===== src/rtl/mpcache_pkg.sv =====
// mpcache_pkg: shared port count, widths and packet FSM states for the cache datapath
package mpcache_pkg;
  localparam int IN_PORT_NUM = 16;
  localparam int DATA_W_DEF = 32;
  localparam int PORT_W = $clog2(IN_PORT_NUM);
  typedef enum logic [1:0] {IDLE, BUSY, DROP} state_e;
endpackage


===== src/rtl/pkt_out_stage.sv =====
// pkt_out_stage: single-entry registered beat holder fanned out to one of PORT_NUM ports
module pkt_out_stage #(
  parameter int PORT_NUM = 16,
  parameter int DATA_WIDTH = 32
) (
  input  logic                          i_clk,
  input  logic                          i_rst,
  input  logic                          i_load,
  input  logic                          i_sop,
  input  logic                          i_eop,
  input  logic [$clog2(PORT_NUM)-1:0]   i_dst,
  input  logic [DATA_WIDTH-1:0]         i_data,
  input  logic [PORT_NUM-1:0]           i_port_rdy,
  output logic                          o_rdy,
  output logic [PORT_NUM-1:0]           o_port_vld,
  output logic [PORT_NUM-1:0]           o_port_sop,
  output logic [PORT_NUM-1:0]           o_port_eop,
  output logic [DATA_WIDTH-1:0]         o_port_data [PORT_NUM]
);
  localparam int DW = $clog2(PORT_NUM);
  logic vld_q, sop_q, eop_q;
  logic [DW-1:0] dst_q;
  logic [DATA_WIDTH-1:0] data_q;
  // load has priority: the parent only loads when o_rdy, i.e. empty or draining
  always_ff @(posedge i_clk) begin
    if (i_rst) begin
      vld_q <= 1'b0;
      sop_q <= 1'b0;
      eop_q <= 1'b0;
      dst_q <= '0;
      data_q <= '0;
    end else if (i_load) begin
      vld_q <= 1'b1;
      sop_q <= i_sop;
      eop_q <= i_eop;
      dst_q <= i_dst;
      data_q <= i_data;
    end else if (vld_q && i_port_rdy[dst_q]) begin
      vld_q <= 1'b0;
    end
  end
  assign o_rdy = !vld_q || i_port_rdy[dst_q];
  assign o_port_vld = PORT_NUM'(vld_q) << dst_q;
  assign o_port_sop = PORT_NUM'(vld_q && sop_q) << dst_q;
  assign o_port_eop = PORT_NUM'(vld_q && eop_q) << dst_q;
  always_comb begin
    for (int p = 0; p < PORT_NUM; p++) o_port_data[p] = (vld_q && dst_q == DW'(p)) ? data_q : '0;
  end
endmodule


===== src/rtl/pkt_demux1to16.sv =====
// pkt_demux1to16: routes sop/eop-framed packets to one of PORT_NUM ports, with error detection
module pkt_demux1to16 import mpcache_pkg::*; #(
  parameter int PORT_NUM = IN_PORT_NUM,
  parameter int DATA_WIDTH = DATA_W_DEF,
  parameter int ERR_CNT_W = 16
) (
  input  logic                          i_clk,
  input  logic                          i_rst,
  input  logic                          i_wr_vld,
  input  logic                          i_wr_sop,
  input  logic                          i_wr_eop,
  input  logic [$clog2(PORT_NUM)-1:0]   i_wr_dst,
  input  logic [DATA_WIDTH-1:0]         i_wr_data,
  output logic                          o_wr_rdy,
  output logic [PORT_NUM-1:0]           o_port_vld,
  output logic [PORT_NUM-1:0]           o_port_sop,
  output logic [PORT_NUM-1:0]           o_port_eop,
  output logic [DATA_WIDTH-1:0]         o_port_data [PORT_NUM],
  input  logic [PORT_NUM-1:0]           i_port_rdy,
  output logic                          o_err,
  output logic [ERR_CNT_W-1:0]          o_err_cnt
);
  localparam int DW = $clog2(PORT_NUM);
  localparam bit POW2 = (1 << DW) == PORT_NUM;
  state_e state_q, state_d;
  logic [DW-1:0] dst_q;
  logic err_q;
  logic [ERR_CNT_W-1:0] err_cnt_q;
  logic stage_rdy, acc, dst_ok, fwd, err;
  assign o_wr_rdy = state_q == DROP || stage_rdy;
  // a sop while BUSY is flagged but still starts the new packet
  always_comb begin
    acc = i_wr_vld && o_wr_rdy;
    dst_ok = POW2 || int'(i_wr_dst) < PORT_NUM;
    fwd = acc && state_q != DROP && (i_wr_sop ? dst_ok : state_q == BUSY);
    err = acc && (state_q == DROP ? i_wr_sop : i_wr_sop ? (state_q == BUSY || !dst_ok) : state_q == IDLE);
    state_d = !acc ? state_q :
              state_q == DROP ? (i_wr_eop ? IDLE : DROP) :
              i_wr_eop ? IDLE :
              i_wr_sop ? (dst_ok ? BUSY : DROP) : state_q;
  end
  always_ff @(posedge i_clk) begin
    if (i_rst) begin
      state_q <= IDLE;
      dst_q <= '0;
      err_q <= 1'b0;
      err_cnt_q <= '0;
    end else begin
      state_q <= state_d;
      if (fwd && i_wr_sop) dst_q <= i_wr_dst;
      err_q <= err;
      if (err && !(&err_cnt_q)) err_cnt_q <= err_cnt_q + 1'b1;
    end
  end
  assign o_err = err_q;
  assign o_err_cnt = err_cnt_q;
  pkt_out_stage #(.PORT_NUM(PORT_NUM), .DATA_WIDTH(DATA_WIDTH)) u_stage (
    .i_clk      (i_clk),
    .i_rst      (i_rst),
    .i_load     (fwd),
    .i_sop      (i_wr_sop),
    .i_eop      (i_wr_eop),
    .i_dst      (i_wr_sop ? i_wr_dst : dst_q),
    .i_data     (i_wr_data),
    .i_port_rdy (i_port_rdy),
    .o_rdy      (stage_rdy),
    .o_port_vld (o_port_vld),
    .o_port_sop (o_port_sop),
    .o_port_eop (o_port_eop),
    .o_port_data(o_port_data)
  );
endmodule


===== config.mk =====
export PLATFORM = sky130hd
export DESIGN_NAME = pkt_demux1to16
export DESIGN_NICKNAME = d
export VERILOG_FILES = /design/src/rtl/mpcache_pkg.sv /design/src/rtl/pkt_out_stage.sv /design/src/rtl/pkt_demux1to16.sv
export SDC_FILE = /design/constraint.sdc
export NUM_CORES = 1
export LEC_CHECK = 0
export ABC_CLOCK_PERIOD_IN_PS = 3000
export CAP_MARGIN = 20
export CORE_AREA = 2 2 246 248
export CTS_CLUSTER_SIZE = 8
export DETAILED_ROUTE_END_ITERATION = 8
export DIE_AREA = 0 0 248 250
export PLACE_DENSITY_LB_ADDON = 0.1
export RECOVER_POWER = 100
export SLEW_MARGIN = 20
export SYNTH_ARGS = -nofsm -noshare
export SYNTH_HDL_FRONTEND = slang
export SYNTH_SLANG_ARGS = --single-unit

===== constraint.sdc =====
create_clock -name i_clk -period 3 [get_ports i_clk]
set_clock_uncertainty 0.05 [all_clocks]
set_input_delay 0.6 -clock i_clk [delete_from_list [all_inputs] [get_ports i_clk]]
set_output_delay 0.6 -clock i_clk [all_outputs]
set_load 0.1 [all_outputs]

==> impl_metrics.py <==
metrics = {
    "power_and_ir_drop": {
        "p_per_area_nw_per_um2": 133,
        "p_total_mw": 2.67,
        "switching_share_pct": 34.6,
        "leakage_nw": 7.97,
        "vdd_ir_drop_max_v": 0.000232,
        "switching_power_mw": 0.925,
        "p_clk_share_pct": 41.1,
        "p_int_mw": 1.75,
        "combPwrFrac_pct": 20.3,
        "pwr-share-seq_pct": 38.6,
    },
    "cells_and_area": {
        "syn_to_final_growth_pct": 202,
        "fillers": 5903,
        "fin_cells": 2327,
        "layout_common_cells": "574 x buf_12, 482 x and2_1, 62 x and2_2, 60 x dfxtp_1, 55 x clkdlybuf4s50_1",
        "nets": 1590,
        "final_common_cell": "buf_12",
        "drive_gt1_share_pct": 47.3,
    },
    "clock_network": {
        "post-cts-setup-buffer-count": 0,
        "cts.sinks": 62,
        "htreeDepth": 3,
        "clock_path_buffers": 2,
        "cts-root-buf": "clkbuf_16",
        "cts_tree": "yes",
        "clk_pin_slew_ns": 0.07,
        "clock_latency_ns": 0.34,
        "cts_resized": 6,
        "hold_buffers": 0,
        "cts_buffers": 9,
    },
    "synth": {
        "synth_flop_cell": "dfxtp_1",
        "syn_area_um2": 6670,
        "yosys.area.top_type": "and2_1",
        "synth_top_area_share_pct": 51.1,
        "synth_seq_cells": 62,
        "yosysSeqAreaShare_pct": 18.6,
        "async_flop_share_pct": 0,
        "synth_warnings": 0,
        "synth.area.top_cells": "and2_1 51%, dfxtp_1 19%, mux2i_1 6.4%",
        "synth_area_per_cell_um2": 7.08,
        "ys_types": 45,
        "synth_nets": 1001,
        "synth_cells": 943,
        "synth-edff-count": 0,
    },
    "floorplan": {
        "die-area_um2": 62000,
        "fp-row-count": 90,
        "die_y_um": 250,
        "die_width_um": 248,
        "start_util_pct": 11.2,
        "core_area_um2": 59600,
        "ios": 635,
    },
    "global_route": {
        "use_met3_pct": 5.47,
        "grt_usage_pct": 18.3,
        "grt_max_degree": 36,
        "grt_pass1_wl_um": 79100,
        "gr-max-usage-layer": "met2",
        "grt.met2_usage_pct": 34.5,
        "use_met1_pct": 20.1,
        "gr-total-overflow": 0,
        "grt_pass1_vias": 8500,
        "antenna_found_initial": 13,
    },
    "place": {
        "place_worst_setup_slack_ns": 0.0223,
        "place_hpwl_um": 46200,
        "placed_cells": 2303,
        "gp_congestion": 0.777,
        "numPortBuffers": 634,
    },
    "critical_path": {
        "rr_worst_depth": 8,
        "path_buf_inv": 3,
        "worst_r2r_endpoint": "u_stage.data_q[31]",
        "crit_slowest_cell": "mux4_2",
        "arrival_ns": 2.26,
        "crit_required_ns": 2.35,
        "crit_chain": "clkdlybuf4s50_1 > mux4_2 > nand3_1 > and4bb_4 > and3_2 > inv_4 > buf_12",
        "r2r_start": "u_stage.dst_q[3]",
        "r2r_slack_ns": 0.43,
        "crit_path_start_kind": "input port",
        "path_delay_family": "buffers and inverters",
        "crit_path_end_kind": "primary output",
        "critPathKind": "input port to primary output",
        "slowest_delay_ns": 0.45,
        "worstPathMaxFanout": 3,
    },
    "sta": {
        "relSlewSlack_pct": 19.4,
        "fin_ws_ns": 0.0907,
        "finalHoldViolations": 0,
        "period_share_pct": 97.0,
        "timing.fmax_ghz": 0.344,
        "drv_slew": 0,
        "rsz0062_at_grt": "false",
        "layout_min_cycle_time_ns": 2.91,
        "worst_pin_slew_ns": 1.21,
        "setup_viol": 0,
    },
    "drt": {
        "first_pass_iters": 4,
        "viasPerCell": 3.72,
        "drt-wirelength-per-cell_um": 25.2,
        "drc_errors": 0,
        "vias": 8664,
        "drt_iter0_drc": 318,
        "antenna_left": 0,
        "wirelength_um": 58700,
    },
    "run_status": {
        "outcome": "finished clean",
    },
    "hold_path": {
        "whs_endpoint": "dst_q[1]",
        "holdPathStages": 2,
        "hold_class": "register to register",
        "hp-start": "dst_q[1]",
    },
    "flow_run": {
        "maxCapViolCount": 0,
    },
}
-- cell type report --
type | count | area, um2 | area share (%)
diodes | 8 | 20.0 | 0.0995
repair buffers | 680 | 12400 | 61.4
clock inverters | 7 | 80.1 | 0.398
flip-flops and latches | 62 | 1250 | 6.19
inverters | 4 | 17.5 | 0.0870
well taps | 782 | 978 | 4.86
clock buffers | 9 | 225 | 1.12
multi-input cells | 775 | 5190 | 25.8
-- cells by family after synthesis --
family                     synth area share, %
and+or+nand+nor                           62.2
adders and majority gates                0.187
muxes                                     9.20
buffers and inverters                     6.71
DFF                                       18.6
AOI/OAI and AO/OA                         2.98
xor gates and xnor gates                 0.131
-- cell usage after synthesis, drive strengths merged, types with 2 or more instances --
cell,n
and3,13
nand3,6
and4,2
nand3b,3
nor3,9
nand4,10
clkbuf,93
buf,9
and2,545
nor2,66
or3b,2
a311oi,2
nor2b,14
a21oi,6
o2bb2ai,4
a22oi,4
dfxtp,62
inv,4
o21ai,2
nand2,11
nand2b,5
mux2,14
mux2i,43
-- registers in the layout (all words and copies together), names as in the netlist --
register / flops
u_stage.dst_q: 4
state_q: 2
u_stage.vld_q: 1
o_err: 1
u_stage.sop_q: 1
o_err_cnt: 16
u_stage.eop_q: 1
u_stage.data_q: 32
dst_q: 4
-- metrics by stage --
stage	util, %	cell area (um2)	hold slack [ns]	TNS, ns
6_report	33.8	20100	0.455	0
2_1_floorplan	-	6770	0.411	-0.249
3_5_place_dp	33.3	19800	0.444	0
4_1_cts	33.8	20200	0.461	0
3_3_place_gp	33.3	19800	0.426	0
5_1_grt	33.8	20100	0.487	0
-- routing by layer --
layer / up-vias / wire length [um]
met2: 327 / 31600
met5: - / 59
met1: 4183 / 22000
met4: 10 / 650
li1: 4111 / -
met3: 33 / 4470
-- power by group through the flow --
stage	sequential [mW]	clock, mW	combinational (mW)
floorplan	0.936	0	0.338
global placement	1.05	0	0.547
detailed placement	1.06	0	0.552
CTS	1.04	1.15	0.555
global route	1.05	1.19	0.579
finish	1.03	1.10	0.543
-- worst reg2reg max path: cells and delay by family (launching register included) --
family                 cells  cell delay [ns]
DFF                        1             0.48
buffers and inverters      2             0.47
and+or+nand+nor            2             0.56
AOI/OAI and AO/OA          3             0.65
muxes                      1             0.26
-- worst max path at each step --
stage                      from               end  slack, ns  cells past startpoint
2_1_floorplan  u_stage.dst_q[3]  o_port_data[504]      -0.25                      5
3_3_place_gp      i_port_rdy[9]          o_wr_rdy       0.02                      7
3_5_place_dp      i_port_rdy[9]          o_wr_rdy       0.02                      7
4_1_cts           u_stage.vld_q  o_port_data[486]      0.006                      5
5_1_grt        u_stage.dst_q[0]  o_port_data[255]      0.003                      5
6_report          i_port_rdy[9]          o_wr_rdy       0.09                      7
No activity file was read; power rests on OpenSTA's default activity.
